### src/rtl/frame_strobe_sequencer.sv
// Turns a header/data word stream into FrameData plus a one-cycle one-hot FrameStrobe,
// with FrameData set up one cycle before the strobe and held one cycle after it.
module frame_strobe_sequencer #(
  parameter int MaxFramesPerCol = 20,
  parameter int FrameBitsPerRow = 32,
  parameter int IDX_W           = 5
) (
  input  logic                       CLK,
  input  logic                       resetn,
  input  logic                       s_valid,
  output logic                       s_ready,
  input  logic [FrameBitsPerRow-1:0] s_data,
  output logic [FrameBitsPerRow-1:0] FrameData,
  output logic [MaxFramesPerCol-1:0] FrameStrobe,
  output logic                       busy,
  output logic                       err_sticky,
  input  logic                       err_clr,
  output logic [15:0]                frames_written,
  output logic [2:0]                 state_dbg
);

  // Handshake: a word transfers on a rising CLK edge where s_valid && s_ready.
  // s_ready depends on state only; s_valid may be raised or dropped at any time.

  typedef enum logic [2:0] {
    ST_IDLE   = 3'd0,
    ST_DATA   = 3'd1,
    ST_SETUP  = 3'd2,
    ST_STROBE = 3'd3,
    ST_HOLD   = 3'd4
  } state_e;

  localparam logic [IDX_W:0]           IDX_LIMIT  = (IDX_W+1)'(MaxFramesPerCol);
  localparam logic [MaxFramesPerCol-1:0] STROBE_ONE = {{(MaxFramesPerCol-1){1'b0}}, 1'b1};

  state_e                       state_q, state_d;
  logic [IDX_W-1:0]             idx_q, idx_d;
  logic [FrameBitsPerRow-1:0]   frame_data_q, frame_data_d;
  logic [MaxFramesPerCol-1:0]   frame_strobe_q, frame_strobe_d;
  logic                         err_sticky_q, err_sticky_d;
  logic [15:0]                  frames_written_q, frames_written_d;

  logic                         accept;
  logic [3:0]                   hdr_op;
  logic [IDX_W-1:0]             hdr_idx;
  logic                         hdr_ok;
  logic                         err_set;

  assign s_ready = (state_q == ST_IDLE) || (state_q == ST_DATA);
  assign accept  = s_valid && s_ready;
  assign hdr_op  = s_data[FrameBitsPerRow-1 -: 4];
  assign hdr_idx = s_data[IDX_W-1:0];
  assign hdr_ok  = (hdr_op == 4'hA) && ({1'b0, hdr_idx} < IDX_LIMIT);

  always_comb begin
    state_d          = state_q;
    idx_d            = idx_q;
    frame_data_d     = frame_data_q;
    frame_strobe_d   = '0;
    frames_written_d = frames_written_q;
    err_set          = 1'b0;
    case (state_q)
      ST_IDLE: begin
        if (accept) begin
          if (hdr_ok) begin
            idx_d   = hdr_idx;
            state_d = ST_DATA;
          end else begin
            err_set = 1'b1;
          end
        end
      end
      ST_DATA: begin
        if (accept) begin
          frame_data_d = s_data;
          state_d      = ST_SETUP;
        end
      end
      ST_SETUP: begin
        // Strobe is registered, so it is loaded here to be high during STROBE.
        frame_strobe_d = STROBE_ONE << idx_q;
        state_d        = ST_STROBE;
      end
      ST_STROBE: state_d = ST_HOLD;
      ST_HOLD: begin
        frames_written_d = frames_written_q + 16'd1;
        state_d          = ST_IDLE;
      end
      default: state_d = ST_IDLE;
    endcase
    // A new error wins over a clear in the same cycle.
    if (err_set)      err_sticky_d = 1'b1;
    else if (err_clr) err_sticky_d = 1'b0;
    else              err_sticky_d = err_sticky_q;
  end

  always_ff @(posedge CLK or negedge resetn) begin
    if (!resetn) begin
      state_q          <= ST_IDLE;
      idx_q            <= '0;
      frame_data_q     <= '0;
      frame_strobe_q   <= '0;
      err_sticky_q     <= 1'b0;
      frames_written_q <= '0;
    end else begin
      state_q          <= state_d;
      idx_q            <= idx_d;
      frame_data_q     <= frame_data_d;
      frame_strobe_q   <= frame_strobe_d;
      err_sticky_q     <= err_sticky_d;
      frames_written_q <= frames_written_d;
    end
  end

  assign FrameData      = frame_data_q;
  assign FrameStrobe    = frame_strobe_q;
  assign busy           = (state_q != ST_IDLE);
  assign err_sticky     = err_sticky_q;
  assign frames_written = frames_written_q;
  assign state_dbg      = state_q;

endmodule

### config.mk
export PLATFORM = sky130hd
export DESIGN_NAME = frame_strobe_sequencer
export DESIGN_NICKNAME = d
export VERILOG_FILES = /design/src/rtl/frame_strobe_sequencer.sv
export SDC_FILE = /design/constraint.sdc
export NUM_CORES = 1
export LEC_CHECK = 0
export BUFFER_PORTS_ARGS = -buffer_cell sky130_fd_sc_hd__buf_2
export CORE_MARGIN = 3
export CORE_UTILIZATION = 44
export CTS_BUF_LIST = sky130_fd_sc_hd__clkbuf_4 sky130_fd_sc_hd__clkbuf_8 sky130_fd_sc_hd__clkbuf_16
export DETAILED_ROUTE_END_ITERATION = 10
export MAX_ROUTING_LAYER = met4
export PLACE_DENSITY = 0.82
export SLEW_MARGIN = 30
export SYNTH_ARGS = -nofsm -noshare
export SYNTH_HDL_FRONTEND = slang
export SYNTH_SLANG_ARGS = --single-unit
### constraint.sdc
create_clock -name CLK -period 1.95 [get_ports CLK]
set_input_delay 0.0975 -clock CLK [delete_from_list [all_inputs] [get_ports CLK]]
set_output_delay 0.0975 -clock CLK [all_outputs]
set_load 0.03 [all_outputs]
==> impl_metrics.env, run 1 <==
export IMPL_status="finished clean"
export IMPL_dp_cells=398
export IMPL_rsz0062_at_grt="false"
export IMPL_gp_congestion=0.7232
export IMPL_maxCapViolations=0
export IMPL_tightest_slew_ns=0.3986
export IMPL_cp_max_fo=9
export IMPL_r2r_end="FrameStrobe[7]"
export IMPL_num_rows=29
export IMPL_endpoint_kind="register"
export IMPL_finClkSkew_ns=0.005170
export IMPL_path_clk_slew_ns=0.07
export IMPL_drtAntennaViolNets=0
export IMPL_powerDensity_mw_per_mm2=1515
export IMPL_synth_area_leaders="dfrtp_1 65%, mux2_2 14%, nor2_1 2.4%, xnor2_1 2.3%, xor2_1 2.1%"
export IMPL_htree_levels=3
export IMPL_drt_initial_drc_count=26
export IMPL_start_util_pct=46.18
export IMPL_die_area_sq_mm=0.007803
export IMPL_fmax_ghz=0.6135
export IMPL_hold_depth=2
export IMPL_synth_area_leader_cell="dfrtp_1"
export IMPL_fin_cells=440
export IMPL_ys_flop_type="dfrtp_1"
export IMPL_diodes=0
export IMPL_setup_tns_ns=0
export IMPL_cts_tree="yes"
export IMPL_core_area_sq_mm=0.006459
export IMPL_ys_ff_latch=77
export IMPL_post_route_min_period_ns=1.630
export IMPL_clock_sinks=77
export IMPL_finalMaxSlewViolations=0
export IMPL_cts_max_path_buffers=2
export IMPL_ioPinCount=110
export IMPL_firstDrtPassIters=4
export IMPL_crit_path_top_delay_cell="dfrtp_1"
export IMPL_io_buffers=109
export IMPL_wirelength_mm=6.450
export IMPL_die_y_microns=88.34
export IMPL_hpwl_mm=4.272
export IMPL_cp_start_kind="register"
export IMPL_clkLatencyLatePin_ns=0.33
export IMPL_routed_top_layer="met4"
export IMPL_hold_viol=0
export IMPL_setup_viol=0
export IMPL_drive_gt1_share_pct=47.11
export IMPL_drc=0
export IMPL_netlist_area_sq_mm=0.002983
export IMPL_dr_wl_met2_mm=3.228
export IMPL_syn_avg_cell_area_sq_um=13.81
export IMPL_ys_seq_area_share_pct=64.60
export IMPL_worstPathArrival_ns=1.86
export IMPL_yosysMostFrequentCell="dfrtp_1"
export IMPL_whs_endpoint="idx_q[0]"
export IMPL_synth_edf_count=0
export IMPL_die_x_microns=88.34
export IMPL_min_path_type="primary input to register"
export IMPL_crit_type="register to register"
export IMPL_wl_met3_microns=358
export IMPL_r2r_cells=4
export IMPL_fin_crit_sh_pct=83.59
export IMPL_numCtsBuffers=9
export IMPL_peakVddDrop_v=0.001178
export IMPL_max_stage_delay_ns=0.50
export IMPL_overflow=0
export IMPL_grt_pass1_vias=2312
export IMPL_async_flop_share_pct=100.0
export IMPL_min_from="s_data[0]"
export IMPL_ys_types=33
export IMPL_via_count=2161
export IMPL_drt_wirelength_per_cell_microns=14.66
export IMPL_grt_pass1_wl_mm=10.72
export IMPL_relSlewSlack_pct=73.42
export IMPL_required_ns=2.18
export IMPL_grt_util_all_layers_pct=18.17
export IMPL_syn_inst=216
export IMPL_final_nets=395
export IMPL_cts_root_buffer="clkbuf_8"
export IMPL_yosys_area_top_type_share_pct=64.60
export IMPL_synthesis_nets=253
export IMPL_crit_chain="nor2_1 > nand2_1 > or3_1 > nor3_1"
export IMPL_synth_top_cells_by_count="77 x dfrtp_1, 37 x mux2_2, 19 x nor2_1"
export IMPL_area_growth_pct=38.97
export IMPL_p_leak_nw=2.100
export IMPL_m1WireLength_mm=2.836
export IMPL_antenna_found_initial=0
export IMPL_yosysWarnings=0
export IMPL_viasPerCell=4.911
export IMPL_grt_max_degree=78
export IMPL_cts_setup_buffers=0
export IMPL_reg2reg_from="state_dbg[0]"
export IMPL_r2r_slack_ns=0.32
where the power goes:
| part | internal (W) | total, W | switching [W] |
|---|---|---|---|
| registers | 0.00206 | 0.00240 | 0.000333 |
| clock network | 0.000913 | 0.00144 | 0.000527 |
| logic | 0.000900 | 0.00244 | 0.00154 |
placed cells by master, fill, tap and decap left out, types with 5 or more instances in the layout:
cell type,count
nor2_1,19
clkbuf_8,10
dlygate4sd3_1,26
buf_2,108
xnor2_1,8
nand3_1,5
nand2_1,12
nor3_1,12
mux2_2,37
xor2_1,7
dfrtp_1,77
per-layer routing:
| layer | vias to the layer above | GRT usage (%) |
|---|---|---|
| li1 | 1021 | - |
| met1 | 1055 | 22.73 |
| met2 | 83 | 29.64 |
| met3 | 2 | 3.818 |
| met4 | 0 | 5.769 |
| met5 | - | - |
worst max-delay path: cells and delay by family (launching register included):
kind | cells | cell delay (ns)
simple gates | 4 | 1.04
flops | 1 | 0.50
state kept, by name, indices dropped and copies added, names as in the netlist:
| signal | cells |
|---|---|
| FrameData | 32 |
| state_dbg | 3 |
| err_sticky | 1 |
| idx_q | 5 |
| FrameStrobe | 20 |
| frames_written | 16 |
area by class of cell:
type / instances / area (sq um)
clock inverter: 4 / 95.09
sequential: 77 / 1927
clock buffer: 12 / 152.6
fill: 502 / 2313
multi-input combinational: 127 / 996.0
tap: 77 / 96.34
inverter: 4 / 15.01
timing repair buffer: 139 / 863.3
worst max-delay path by stage:
stage	slack (ns)	endpoint	start	cells after the start
4_1_cts	0.29	FrameStrobe[6]	state_dbg[0]	4
5_1_grt	0.15	FrameStrobe[7]	state_dbg[0]	4
3_3_place_gp	0.39	FrameStrobe[4]	state_dbg[0]	4
6_report	0.32	FrameStrobe[7]	state_dbg[0]	4
3_5_place_dp	0.31	FrameStrobe[6]	state_dbg[0]	4
2_1_floorplan	0.23	FrameData[20]	state_dbg[1]	5
logic make-up after synthesis:
| kind of cell | share of synthesized area (%) |
|---|---|
| multiplexers | 14.68 |
| AND/OR/NAND/NOR | 13.00 |
| XOR/XNOR | 4.404 |
| AO/OA/AOI/OAI | 0.8810 |
| flip-flops | 64.60 |
| buffers and inverters | 2.013 |
| adder cells (fa/ha/maj) | 0.4194 |
metrics by stage:
stage	power, W	util, %	setup slack [ns]	hold slack, ns	area [sq um]
after floorplan	0.004104	-	0.2262	-0.1981	2983
after global placement	0.004762	56.32	0.3859	0.1474	3637
after detailed placement	0.004827	56.32	0.3141	0.1504	3637
after CTS	0.006335	64.18	0.2900	0.00001163	4145
after global routing	0.006627	64.18	0.1484	0.008024	4145
final	0.006279	64.18	0.3199	0.02428	4145
repair_timing:
action | in CTS | in global routing
resized for setup | 0 | 0
hold buffers | 26 | 0
setup endpoints to repair | 0 | 0
endpoints found under the hold margin | 103 | 0
(Power assumes the default switching activity.)
==> inputs of run 2 (changes only) <==
Settings changed: PLACE_DENSITY 0.82 to 0.85.
Clock period 1.95 ns to 1.48 ns, I/O delays scaled along.
==> run 2 against run 1 <==
  * The flow now finishes with violations (setup timing)
  * Highest routed layer unchanged
  * Global-route usage rose by 3.3 points
  * Clock power is essentially flat
  * Wire length is 16% higher
  * Setup slack worse by 0.38 ns
  * Non-clock buffer count grew 32
  * Combinational power is 61% higher
  * Sequential cell count did not move
  * First-iteration DRC count increased to 3.0 times the previous value
  * Register-to-register slack worse by 0.38 ns
  * Critical path type unchanged
  * Design area rose by 12%
  * Clock skew grew 0.0021 ns
==> impl_metrics.env, run 2 (synthesis results as in run 1) <==
export IMPL_die_x_microns=88.34
export IMPL_drtAntennaViolNets=0
export IMPL_crit_chain="buf_6 > nor3b_4 > buf_6 > nand3_4 > nor3_2 > xor2_1"
export IMPL_final_common_cell="buf_2"
export IMPL_max_stage_delay_ns=0.42
export IMPL_finalMaxSlewViolations=0
export IMPL_required_ns=1.74
export IMPL_post_route_min_period_ns=1.540
export IMPL_cp_start_kind="register"
export IMPL_p_total_w=0.008608
export IMPL_final_nets=427
export IMPL_grt_max_degree=33
export IMPL_relSlewSlack_pct=71.83
export IMPL_htree_levels=3
export IMPL_maxCapViolations=0
export IMPL_finClkSkew_ns=0.007261
export IMPL_drive_gt1_share_pct=54.43
export IMPL_endpoint_kind="register"
export IMPL_p_leak_nw=2.448
export IMPL_drt_wirelength_per_cell_microns=15.86
export IMPL_peakVddDrop_v=0.001492
export IMPL_setup_viol=29
export IMPL_min_path_type="primary input to async pin"
export IMPL_path_clk_slew_ns=0.08
export IMPL_crit_type="register to register"
export IMPL_drc=0
export IMPL_worstPathArrival_ns=1.80
export IMPL_diodes=0
export IMPL_via_count=2298
export IMPL_status="finished with violations"
export IMPL_fin_util_pct=71.87
export IMPL_powerDensity_mw_per_mm2=1854
export IMPL_fin_crit_sh_pct=104.1
export IMPL_start_util_pct=46.18
export IMPL_largest_reg_flops=32
export IMPL_num_rows=29
export IMPL_ioPinCount=110
export IMPL_rsz0062_at_grt="true"
export IMPL_fmax_ghz=0.6492
export IMPL_fillers=449
export IMPL_grt_pass1_vias=2500
export IMPL_io_buffers=109
export IMPL_setup_slack_ns=-0.06032
export IMPL_setup_tns_ns=-0.8099
export IMPL_hold_viol=0
export IMPL_cts_tree="yes"
export IMPL_firstDrtPassIters=4
export IMPL_multi_input_area_sq_mm=0.001249
export IMPL_cts_root_buffer="clkbuf_8"
export IMPL_final_area_sq_mm=0.004642
export IMPL_antenna_found_initial=0
export IMPL_die_y_microns=88.34
export IMPL_most_common_layout_cells="107 x buf_2, 74 x dfrtp_1, 35 x dlygate4sd3_1"
export IMPL_grt_util_all_layers_pct=21.42
export IMPL_cp_max_fo=4
export IMPL_violations="setup timing"
export IMPL_drt_initial_drc_count=77
export IMPL_clkLatencyLatePin_ns=0.34
export IMPL_numCtsBuffers=9
export IMPL_viasPerCell=4.869
export IMPL_grt_pass1_wl_mm=12.16
export IMPL_gp_congestion=0.7710
export IMPL_critPathTopFamily="simple AND/OR/NAND/NOR gates"
export IMPL_crit_path_top_delay_cell="dfrtp_2"
export IMPL_cts_max_path_buffers=2
export IMPL_crit_top_cell="buf_6"
export IMPL_wirelength_mm=7.488
export IMPL_die_area_sq_mm=0.007803
export IMPL_area_growth_pct=55.62
export IMPL_core_area_sq_mm=0.006459
export IMPL_seq_area_sq_mm=0.001931
export IMPL_cp_buffers_inverters=2
export IMPL_overflow=0
export IMPL_tightest_slew_ns=0.4214
export IMPL_postPlaceCellArea_sq_mm=0.003923
export IMPL_hpwl_mm=4.827
export IMPL_clock_sinks=77
[run 2: cell type report]
| cell class | count | area share [%] |
|---|---|---|
| clock buffer | 13 | 3.585 |
| clock inverter | 3 | 0.4043 |
| inverter | 4 | 0.3235 |
| multi-input combinational | 127 | 26.90 |
| sequential | 77 | 41.59 |
| tap | 77 | 2.075 |
| timing repair buffer | 171 | 25.12 |
[run 2: path summary, 6_finish.rpt]
kind,to,cells past startpoint,start,slack [ns]
max,frames_written[12],6,state_dbg[1],-0.06
min,frames_written[9],2,resetn,0.21
max reg2reg,frames_written[12],6,state_dbg[1],-0.06
min reg2reg,frames_written[15],1,frames_written[15],0.47
max in group asynchronous,FrameData[15],3,resetn,0.67
min in group CLK,idx_q[4],5,s_data[4],0.42
[run 2: per-stage QoR]
step,hold WS (ns),setup WS (ns),instances
after floorplan,-0.2216,-0.1147,216
after global placement,0.03750,-0.009753,416
after detailed placement,0.04249,-0.05944,416
after CTS,0.2059,-0.08691,472
after global routing,0.2362,-0.1665,472
final,0.2118,-0.06032,472
[run 2: per-layer routing]
layer / up-vias / part of all wire (%) / track usage (%)
li1: 1087 / - / -
met3: 16 / 5.6 / 5.121
met5: - / 0 / -
met1: 1105 / 41 / 25.39
met2: 90 / 51 / 35.01
met4: 0 / 2.3 / 8.929
[run 2: what timing repair did]
| item | CTS | global route |
|---|---|---|
| pin swaps | 11 | 10 |
| endpoints found under the hold margin | 69 | 0 |
| setup buffers | 5 | 0 |
| cloned | 0 | 0 |
| endpoints found under the setup margin | 20 | 53 |
| hold buffers | 35 | 0 |
| gates resized for setup | 19 | 12 |
[run 2: where the power goes]
group,internal [W],switching (W),leakage (nW)
Sequential,0.00273,0.000495,0.990
Combinational,0.00173,0.00220,1.36
Clock,0.000739,0.000719,0.101
==> inputs of run 3 (changes only) <==
Settings changed: ABC_AREA set to 1, PLACE_DENSITY 0.85 to 0.84.
==> run 3 against run 2 <==
  * The run now ends clean
  * First-iteration DRC count grew 13%
  * Combinational power shrank 22%
  * Synthesized area grew 6.8%
  * Clock-buffer cell count is the same
  * Critical endpoint is now FrameData[27]
==> impl_metrics.env, run 3 <==
export IMPL_fin_cells=537
export IMPL_required_ns=1.70
export IMPL_hpwl_mm=4.883
export IMPL_most_common_layout_cells="107 x buf_2, 74 x dfrtp_1, 44 x nand2_1"
export IMPL_synth_edf_count=0
export IMPL_post_route_min_period_ns=1.402
export IMPL_r2r_cells=4
export IMPL_ys_ff_latch=77
export IMPL_r2r_slack_ns=0.08
export IMPL_cp_max_fo=39
export IMPL_whs_endpoint="FrameData[3]"
export IMPL_crit_chain="buf_4 > nand3_4 > buf_12 > mux2_4"
export IMPL_synth_top_cells_by_count="77 x dfrtp_1, 44 x nand2_1, 32 x nor2_1"
export IMPL_gp_congestion=0.8562
export IMPL_firstDrtPassIters=4
export IMPL_async_flop_share_pct=100.0
export IMPL_relSlewSlack_pct=76.90
export IMPL_via_count=2474
export IMPL_die_y_microns=91.09
export IMPL_final_common_cell="buf_2"
export IMPL_drc=0
export IMPL_cts_tree="yes"
export IMPL_die_area_sq_mm=0.008296
export IMPL_drt_initial_drc_count=87
export IMPL_htree_levels=3
export IMPL_drtAntennaViolNets=0
export IMPL_start_util_pct=46.12
export IMPL_setup_tns_ns=0
export IMPL_fin_util_pct=64.89
export IMPL_die_x_microns=91.09
export IMPL_finalHoldWorstSlack_ns=0.02509
export IMPL_fmax_ghz=0.7134
export IMPL_syn_inst=278
export IMPL_yosys_area_top_type_share_pct=60.49
export IMPL_num_rows=30
export IMPL_status="finished clean"
export IMPL_ys_seq_area_share_pct=60.49
export IMPL_area_growth_pct=40.69
export IMPL_ys_flop_type="dfrtp_1"
export IMPL_endpoint_kind="register"
export IMPL_crit_type="register to register"
export IMPL_path_clk_slew_ns=0.08
export IMPL_final_nets=473
export IMPL_p_leak_nw=2.403
export IMPL_cts_root_buffer="clkbuf_8"
export IMPL_setup_viol=0
export IMPL_powerDensity_mw_per_mm2=1717
export IMPL_clock_sinks=77
export IMPL_tightest_slew_ns=0.3446
export IMPL_min_from="s_data[3]"
export IMPL_crit_path_top_delay_cell="dfrtp_2"
export IMPL_fillers=553
export IMPL_hold_depth=3
export IMPL_yosysMostFrequentCell="dfrtp_1"
export IMPL_core_area_sq_mm=0.006907
export IMPL_min_path_type="primary input to register"
export IMPL_synthesis_nets=315
export IMPL_fin_crit_sh_pct=94.71
export IMPL_antenna_found_initial=0
export IMPL_cp_start_kind="register"
export IMPL_syn_avg_cell_area_sq_um=11.46
export IMPL_overflow=0
export IMPL_ioPinCount=110
export IMPL_synth_area_leaders="dfrtp_1 60%, mux2_4 12%, nand2_1 5.2%, nor2_1 3.8%, inv_1 3.5%"
export IMPL_clkLatencyLatePin_ns=0.34
export IMPL_netlist_area_sq_mm=0.003186
export IMPL_dp_cells=484
export IMPL_r2r_end="FrameData[27]"
export IMPL_largest_reg_flops=32
export IMPL_peakVddDrop_v=0.001043
export IMPL_cts_max_path_buffers=2
export IMPL_maxCapViolations=0
export IMPL_drt_wirelength_per_cell_microns=13.84
export IMPL_ys_types=21
export IMPL_worstPathArrival_ns=1.62
export IMPL_reg2reg_from="state_dbg[0]"
export IMPL_grt_pass1_wl_mm=12.14
export IMPL_hold_viol=0
export IMPL_io_buffers=109
export IMPL_grt_pass1_vias=2512
export IMPL_p_total_w=0.007694
export IMPL_wirelength_mm=7.431
export IMPL_max_stage_delay_ns=0.46
export IMPL_finClkSkew_ns=0.01109
export IMPL_grt_max_degree=40
export IMPL_drive_gt1_share_pct=40.14
export IMPL_viasPerCell=4.607
export IMPL_yosysWarnings=0
export IMPL_finalMaxSlewViolations=0
export IMPL_numCtsBuffers=9
export IMPL_synth_area_leader_cell="dfrtp_1"
export IMPL_diodes=0
export IMPL_grt_util_all_layers_pct=19.05
## run 3: cell count changes after synthesis, moves of 8 or more
cell	delta
mux2_2	-37
nand2_1	+32
inv_1	+26
mux2_4	+25
nand3_1	+17
nor2_1	+13
o21ai_1	+12
nor3_1	-8
## run 3: through the flow
stage	setup WS [ns]	instance area, sq um
after global routing	-0.02015	4482
after detailed placement	0.03295	3884
after global placement	0.09273	3884
final	0.07826	4482
after floorplan	-0.07093	3198
after CTS	0.007434	4418
## run 3: power by group
part | internal (W) | leakage [nW] | switching, W
Clock | 0.000884 | 0.100 | 0.000740
Sequential | 0.00264 | 0.996 | 0.000370
Combinational | 0.00124 | 1.31 | 0.00182
Total | 0.00476 | 2.40 | 0.00293
## run 3: how the worst max path moves through the flow
| stage | startpoint | to | slack, ns |
|---|---|---|---|
| finish | state_dbg[0] | FrameData[27] | 0.08 |
| CTS | state_dbg[2] | busy | 0.007 |
| global route | state_dbg[2] | frames_written[13] | -0.02 |
| global placement | state_dbg[0] | frames_written[13] | 0.09 |
| floorplan | state_dbg[2] | FrameData[10] | -0.07 |
| detailed placement | state_dbg[0] | FrameStrobe[15] | 0.03 |
## run 3: timing repair
action                     CTS  global route
hold endpoints to repair   103             0
hold buffers                32             0
setup endpoints to repair    2            31
gates resized for setup      1             9
setup buffers                1             4
pin swaps                    1             2
## run 3: logic make-up after synthesis
| group | Yosys count | share of synthesized area [%] |
|---|---|---|
| flops | 77 | 60.49 |
| fa+ha+maj | 1 | 0.3927 |
| simple gates | 114 | 16.89 |
| xor+xnor | 11 | 3.024 |
| mux | 25 | 11.78 |
| compound gates | 15 | 2.357 |
| buf+inv | 35 | 5.067 |
## run 3: cell type report
| type | count | area (sq um) | share of cell area (%) |
|---|---|---|---|
| tap | 96 | 120.1 | 2.680 |
| sequential | 77 | 1931 | 43.08 |
| timing repair buffer | 151 | 974.7 | 21.75 |
| clock buffer | 13 | 160.2 | 3.573 |
| inverter | 31 | 118.9 | 2.652 |
| multi-input combinational | 166 | 1132 | 25.27 |
| clock inverter | 3 | 45.04 | 1.005 |
## run 3: worst max-delay path: cells and delay by family, from the launching register on
family / cells / cell delay [ns]
buffers and inverters: 2 / 0.41
multiplexers: 1 / 0.33
AND/OR/NAND/NOR: 1 / 0.07
flip-flops: 1 / 0.46
## run 3: routing by layer
metal	vias to the layer above	track usage, %	wire, microns
met2	85	32.37	3865
met4	0	5.025	59
li1	1205	-	-
met3	5	5.302	459
met5	-	-	0
met1	1179	22.34	3047
